## config.mk

```make
export PLATFORM = sky130hd
export DESIGN_NAME = octo_irq_encoder_flat
export DESIGN_NICKNAME = d
export VERILOG_FILES = /design/src/rtl/octo_irq_encoder_pkg.sv /design/src/rtl/octo_irq_encoder_if.sv /design/src/rtl/octo_irq_encoder_prio_enc8.sv /design/src/rtl/octo_irq_encoder.sv /design/src/flat_wrapper.sv
export SDC_FILE = /design/constraint.sdc
export NUM_CORES = 1
export LEC_CHECK = 0
export ABC_AREA = 1
export BUFFER_PORTS_ARGS = -buffer_cell sky130_fd_sc_hd__buf_2
export CORE_ASPECT_RATIO = 1.2
export CORE_MARGIN = 3
export CORE_UTILIZATION = 30
export DETAILED_ROUTE_END_ITERATION = 7
export PLACE_DENSITY = 0.62
export SKIP_LAST_GASP = 1
export SYNTH_ARGS = -nofsm -noshare
export SYNTH_HDL_FRONTEND = slang
export SYNTH_SLANG_ARGS = --single-unit
export TNS_END_PERCENT = 10
```

## constraint.sdc

```tcl
create_clock -name clk -period 2.11 [get_ports clk]
set_input_delay 0.211 -clock clk [delete_from_list [all_inputs] [get_ports clk]]
set_output_delay 0.211 -clock clk [all_outputs]
set_load 0.01 [all_outputs]
```

## src/rtl/octo_irq_encoder_pkg.sv

```systemverilog
// rtl/octo_irq_encoder_pkg.sv - shared constants and FSM state type for octo_irq_encoder
package octo_enc_pkg;

    localparam int N_REQ = 8;
    localparam int IDX_W = 3;

    typedef enum logic {
        IDLE    = 1'b0,
        PRESENT = 1'b1
    } state_t;

endpackage

```

## src/rtl/octo_irq_encoder_if.sv

```systemverilog
// rtl/octo_irq_encoder_if.sv - request/handshake bundle for octo_irq_encoder (ovf present under OCTO_IRQ_ENC_OVF_EN)
interface octo_irq_encoder_if;
    import octo_enc_pkg::*;

    logic [N_REQ-1:0] req_in;
    logic [N_REQ-1:0] mask;
    logic             ack;
    logic [IDX_W-1:0] code_out;
    logic             valid;
    logic [N_REQ-1:0] pending;
`ifdef OCTO_IRQ_ENC_OVF_EN
    logic [N_REQ-1:0] ovf;

    modport master (output req_in, mask, ack, input code_out, valid, pending, ovf);
    modport slave  (input req_in, mask, ack, output code_out, valid, pending, ovf);
`else
    modport master (output req_in, mask, ack, input code_out, valid, pending);
    modport slave  (input req_in, mask, ack, output code_out, valid, pending);
`endif

endinterface

```

## src/rtl/octo_irq_encoder_prio_enc8.sv

```systemverilog
// rtl/octo_irq_encoder_prio_enc8.sv - combinational 8-to-3 highest-set-index encoder with any-set flag
module prio_enc8
    import octo_enc_pkg::*;
(
    input  logic [N_REQ-1:0] vec,
    output logic [IDX_W-1:0] idx,
    output logic             any
);

    // Ascending scan so the highest set bit is the last one written.
    always_comb begin
        idx = '0;
        for (int i = 0; i < N_REQ; i++) begin
            if (vec[i]) begin
                idx = IDX_W'(i);
            end
        end
    end

    assign any = |vec;

endmodule

```

## src/rtl/octo_irq_encoder.sv

```systemverilog
// rtl/octo_irq_encoder.sv - registered 8-to-3 priority interrupt encoder with edge capture and valid/ack (OCTO_IRQ_ENC_OVF_EN adds ovf)
module octo_irq_encoder
    import octo_enc_pkg::*;
(
    input  logic                clk,
    input  logic                rst_n,
    octo_irq_encoder_if.slave   bus
);

    state_t           state, state_nxt;
    logic [N_REQ-1:0] req_q;
    logic [N_REQ-1:0] pending_q, pending_nxt;
    logic [IDX_W-1:0] code_q, code_nxt;
    logic             valid_q, valid_nxt;

    logic [N_REQ-1:0] req_edge;
    logic [N_REQ-1:0] clr;
    logic [N_REQ-1:0] cand;
    logic [IDX_W-1:0] cand_idx;
    logic             cand_any;

    assign req_edge = bus.req_in & ~req_q;
    assign cand     = pending_q & bus.mask;

    // Only the presented line can be cleared, and only by an ack in PRESENT.
    always_comb begin
        clr = '0;
        if (state == PRESENT && bus.ack) begin
            clr[code_q] = 1'b1;
        end
    end

    // A fresh edge in the ack cycle wins over the clear.
    assign pending_nxt = (pending_q & ~clr) | req_edge;

    prio_enc8 u_prio (
        .vec (cand),
        .idx (cand_idx),
        .any (cand_any)
    );

    always_comb begin
        state_nxt = state;
        code_nxt  = code_q;
        valid_nxt = valid_q;
        unique case (state)
            IDLE: begin
                valid_nxt = 1'b0;
                if (cand_any) begin
                    code_nxt  = cand_idx;
                    valid_nxt = 1'b1;
                    state_nxt = PRESENT;
                end
            end
            PRESENT: begin
                valid_nxt = 1'b1;
                if (bus.ack) begin
                    valid_nxt = 1'b0;
                    state_nxt = IDLE;
                end
            end
            default: begin
                state_nxt = IDLE;
                valid_nxt = 1'b0;
            end
        endcase
    end

    always_ff @(posedge clk) begin
        if (!rst_n) begin
            state     <= IDLE;
            req_q     <= '0;
            pending_q <= '0;
            code_q    <= '0;
            valid_q   <= 1'b0;
        end else begin
            state     <= state_nxt;
            req_q     <= bus.req_in;
            pending_q <= pending_nxt;
            code_q    <= code_nxt;
            valid_q   <= valid_nxt;
        end
    end

    assign bus.code_out = code_q;
    assign bus.valid    = valid_q;
    assign bus.pending  = pending_q;

`ifdef OCTO_IRQ_ENC_OVF_EN
    logic [N_REQ-1:0] ovf_q;

    // Lost event: edge on a line still pending that is not being acked this cycle.
    always_ff @(posedge clk) begin
        if (!rst_n) begin
            ovf_q <= '0;
        end else begin
            ovf_q <= (ovf_q & ~clr) | (req_edge & pending_q & ~clr);
        end
    end

    assign bus.ovf = ovf_q;
`endif

endmodule

```

## src/flat_wrapper.sv

```systemverilog
// flat-port wrapper written by rule: the top's interface ports become plain ports
module octo_irq_encoder_flat import octo_enc_pkg::*;
  (clk, rst_n, bus_req_in, bus_mask, bus_ack, bus_code_out, bus_valid, bus_pending);
  octo_irq_encoder_if bus_i ();
  input  logic clk;
  input  logic rst_n;
  input wire logic [$bits(bus_i.req_in)-1:0] bus_req_in;
  input wire logic [$bits(bus_i.mask)-1:0] bus_mask;
  input wire logic [$bits(bus_i.ack)-1:0] bus_ack;
  output wire logic [$bits(bus_i.code_out)-1:0] bus_code_out;
  output wire logic [$bits(bus_i.valid)-1:0] bus_valid;
  output wire logic [$bits(bus_i.pending)-1:0] bus_pending;
  assign bus_i.req_in = bus_req_in;
  assign bus_i.mask = bus_mask;
  assign bus_i.ack = bus_ack;
  assign bus_code_out = bus_i.code_out;
  assign bus_valid = bus_i.valid;
  assign bus_pending = bus_i.pending;
  octo_irq_encoder u_core (.clk(clk), .rst_n(rst_n), .bus(bus_i));
endmodule
```

Word level (Yosys, flattened, before mapping)
Index checks and enable logic that the tools add are counted.
{"block": "totals", "register_bits": 20, "latchBits": 0, "ram_bits": 0, "rom_bits": 0, "input_bits": 19, "output_inout_bits": 12, "word_cells": 30, "mem_count": 0}
{"block": "classes", "add_sub_neg": 0, "n_mul": 0, "div": 0, "magnitude_cmp": 2, "eq_ne": 0, "n_shift": 0, "muxes": 13, "n_bitwise": 7, "reduce_logical": 4}
{"cell": "8-bit AND", "n": 3}
{"cell": "3-bit 2-to-1 mux", "n": 6}
{"cell": "8-bit NOT", "n": 2}
{"cell": "8-bit 2-to-1 mux", "n": 1}
{"cell": "8-bit OR", "n": 1}
{"cell": "8-bit OR reduction", "n": 1}
{"cell": "3-bit by 4-bit < comparator with 1-bit output (second input constant)", "n": 1}
{"cell": "1-bit 2-to-1 mux", "n": 4}
{"cell": "1-bit demux with 3-bit select", "n": 1}
{"cell": "3-bit by 1-bit >= comparator with 1-bit output (second input constant)", "n": 1}
{"cell": "1-bit logical AND", "n": 2}
{"cell": "1-bit case mux with 2 select lines", "n": 1}
{"cell": "2-bit AND reduction", "n": 1}
{"cell": "1-bit NOT", "n": 1}

Longest topological paths before layout
{"block": "depth", "word_depth": 8, "mapped_depth": 8, "ltp_nobuf": 8}

Cells and area by module
A second synthesis with hierarchy kept.
{"block": "hier_totals", "hier_cells": 147, "hier_area_um2": 910.9}
{"module": "octo_irq_encoder", "n_inst": 1, "cells_per_inst": 127, "area_each_um2": 833.3, "seq_area_each_um2": 400.4}
{"module": "prio_enc8", "n_inst": 1, "cells_per_inst": 20, "area_each_um2": 77.6, "seq_area_each_um2": 0.0}

Worst setup path before layout
OpenSTA, ideal clock, no wires.
{"block": "synth_timing", "path_type": "flip-flop to flip-flop", "from": "register u_core.pending_q[5], in the netlist u_core.bus.pending[5]", "to": "register u_core.code_q[1], in the netlist u_core.bus.code_out[1]", "setup_ns": 0.112, "arrival_ns": 0.876, "t_required_ns": 1.998, "path_slack_ns": 1.122, "stages_incl_launch_ff": 9, "n_path_buf": 0, "synth_period_minus_slack_ns": 0.988, "cell_sequence": "dfxtp_1 -> nand2_2 -> nand2_2 -> nor2_4 -> nand2_4 -> nand2_4 -> nand2_1 -> nand2_1 -> nor2_2"}
{"block": "synth_between", "elab_chain_len": 4, "elab_cells_between_ends": 6, "cone_classes": "mux (3); bitwise (1); reduce/logical (2)"}
{"item": "from (decl)", "line": "octo_irq_encoder.sv:12", "source": "logic [N_REQ-1:0] pending_q, pending_nxt;"}
{"item": "from (signal assigned)", "line": "octo_irq_encoder.sv:79", "source": "pending_q <= pending_nxt;"}
{"item": "8-bit AND (*)", "line": "octo_irq_encoder.sv:23", "source": "assign cand = pending_q & bus.mask;"}
{"item": "3-bit 2-to-1 mux (3 in series)", "line": "octo_irq_encoder_prio_enc8.sv:14", "source": "if (vec[i]) begin"}
{"item": "to (signal assigned)", "line": "octo_irq_encoder.sv:80", "source": "code_q <= code_nxt;"}
{"item": "to (decl)", "line": "octo_irq_encoder.sv:13", "source": "logic [IDX_W-1:0] code_q, code_nxt;"}
Mark *: on every way between the ends. The rest lies on a longest branch, timed or not.
A chain may end at the register's enable or synchronous reset.

Final worst setup path
{"block": "layout_timing", "from": "register u_core.code_q[2], in the netlist u_core.bus.code_out[2]", "to": "output port bus_code_out[2]"}
{"item": "to (decl)", "line": "flat_wrapper.sv:10", "source": "output wire logic [$bits(bus_i.code_out)-1:0] bus_code_out;"}
No word-level cell between the ends.

==> results.txt <==
Core Rows - 20
total CTS buffers - 3
maxcap violations - 0
worst vdd ir - 0.585 mV
worst-path cell chain - buf_2
CP max stage cell - dfxtp_1
status - finished, final reports clean
Die W - 54.3 um
LEAKAGE - 0.560 nW
final max-slew violation count - 0
sequential share of the synthesized area - 0.476
cells after synthesis - 109
Post-Synth XOR/XNOR Area - 0
initial DRC count - 8
Peak Freq - 879 MHz
first-pass GRT wire length - 2970 um
post_cts resized - 0
Via Count - 769
Hold Crit Depth - 3
Simple-Gate Fraction of Synth Area - 0.324
crit start category - flip-flop
final std cells w/o fill - 173
largest net degree at the start of global routing - 19
number of vias per cell - 4.45
Post-synth EDFFs - 0
WHS - 110 ps
H-tree lvl count - 1
Crit path max-delay family - flip-flops
reg2reg start - u_core.bus.pending[5]
RePlAce Congestion - 0.750
initial antenna violation count - 0
total die area - 3480 um2
Clock Path Buffers - 2
Commonest cells post-synth - nand2_1, dfxtp_1, inv_1
gr ovfl total - 0
Ys Warns - 0
Initial Util - 0.323
area share of the largest cell type after synthesis - 0.476
critical path fanouts, max - 6
syn_area_per_cell - 7.71 um2
post-synthesis async set-or-reset flop share - 0
layout cells sized above 1 - 0.343
Bufs and invs on worst path - 1
drt drc - 0
vias in the first global route - 743
Clock Sinks - 20
Yosys top cell by area - dfxtp_1
Hold Path Sink - u_core.req_q[5]
synth unique cells - 19
fin crit period - 1140 ps
top-count cell post-synth - nand2_1
Adder-Cell Fraction of Synth Area - 0
Placed Instances - 170
final hold vios - 0
CTS tree - yes
Synth Area in Compound Gates - 0.104
Worst Reg-to-Reg Cells - 8
DR pass1 iterations - 4
Req. time, crit path - 1900 ps
measured slew at the worst slew-check pin - 320 ps
largest family of logic cells by synthesized area - simple AND/OR/NAND/NOR gates
slew margin rel. - 0.786
Routed wire per std cell - 10.3 um
Worst Path Arrival - 930 ps
Mapped Nets - 128
RSZ-0062 raised after global routing - no
I/O Buffers - 30
area delta synth->final - 23.1%
Routed WL - 1780 um
multiplexer area fraction after synthesis - 0
clock latency on the worst-skew pair - 290 ps
hold crit path type - primary input to flip-flop
min-delay src - bus_req_in[5]
final core utilization - 0.398
WS Path Type - flip-flop to output port
Hold Buf Count CTS - 0
Nets - 161
reg2reg end - u_core.bus.code_out[1]
core area - 2600 um2
pwr dens - 777 nW/um2
Synth area leaders - dfxtp_1, nand2_1, inv_1
Power Total - 0.000804 W
setup_tns - 0 ps
Seq cells post-synth - 20
Post-CTS Setup Bufs - 0
root buf cell - clkbuf_4
overall routing resource usage - 0.113
I/O pin total - 31
Die H - 64.0 um
period utilization - 0.539
top_reg_cell synth - dfxtp_1
Clock Pin Slew Worst Setup and Hold Paths - 110 ps
critical path capture point type - output port
Routed Antenna Nets - 0
Final HPWL DP - 1460 um
slowest cell delay on critical path - 460 ps
final setup violating endpoints - 0
r2r setup slk - 1060 ps
antenna fix cells - 0
Post-Syn Area - 841 um2
Setup Skew - 8.07 ps
==> stage by stage <==
stage / worst slack, ps / area [um2]
2_1_floorplan: 1120 / 841
3_3_place_gp: 1090 / 1010
3_5_place_dp: 1070 / 1010
4_1_cts: 966 / 1030
5_1_grt: 920 / 1030
6_report: 972 / 1030
==> how the worst max path moves through the flow <==
stage                                start                     end  slack (ps)  depth (start not counted)
global route        u_core.bus.code_out[2]         bus_code_out[2]         920                          1
detailed placement             bus_mask[5]  u_core.bus.code_out[1]        1070                          9
CTS                 u_core.bus.code_out[2]         bus_code_out[2]         970                          1
global placement              u_core.state   u_core.bus.pending[1]        1090                          5
finish              u_core.bus.code_out[2]         bus_code_out[2]         970                          1
floorplan            u_core.bus.pending[5]  u_core.bus.code_out[1]        1120                          8
==> layout make-up <==
cell class	instances	area, um2
Multi-Input combinational cell	71	360
Fill cell	301	1570
Timing Repair Buffer	30	150
Clock buffer	3	22.5
Sequential cell	20	400
Tap cell	33	41.3
Inverter	16	60.1
==> sequential cells by signal, indices dropped and copies added (netlist names) <==
| name | count |
|---|---|
| u_core.bus.code_out | 3 |
| u_core.state | 1 |
| u_core.bus.pending | 8 |
| u_core.req_q | 8 |
==> cells in the final DEF (no fill, tap or decap), types with 2 or more instances in the layout <==
| cell | n |
|---|---|
| buf_2 | 30 |
| clkbuf_4 | 3 |
| dfxtp_1 | 20 |
| inv_1 | 15 |
| nand2_1 | 30 |
| nand2_2 | 5 |
| nand2_4 | 2 |
| nand3_1 | 7 |
| nor2_1 | 6 |
| nor2_2 | 6 |
| o21ai_1 | 6 |
| o22ai_1 | 2 |
| o31ai_1 | 2 |
==> kinds of logic (layout without fill, tap and decap cells) <==
| family | after synthesis | after routing |
|---|---|---|
| AND/OR/NAND/NOR | 57 | 57 |
| AO/OA/AOI/OAI | 14 | 14 |
| flip-flops | 20 | 20 |
| buffers and inverters | 18 | 49 |
==> where the power goes <==
| part | internal, W | total [W] | leakage, nW | switching, W |
|---|---|---|---|---|
| logic | 0.0000763 | 0.000184 | 0.380 | 0.000107 |
| clock network | 0.0000663 | 0.000176 | 0.0138 | 0.000110 |
| registers | 0.000413 | 0.000445 | 0.167 | 0.0000317 |
==> routing by layer <==
| layer | share of wire | global-route usage | routed length (um) |
|---|---|---|---|
| met5 | 0 | 0 | 0 |
| met4 | 0.020 | 0.0623 | 35 |
| met3 | 0.040 | 0.0163 | 72 |
| met2 | 0.51 | 0.181 | 911 |
| met1 | 0.43 | 0.141 | 764 |
Power figures use the tool's default switching activity.
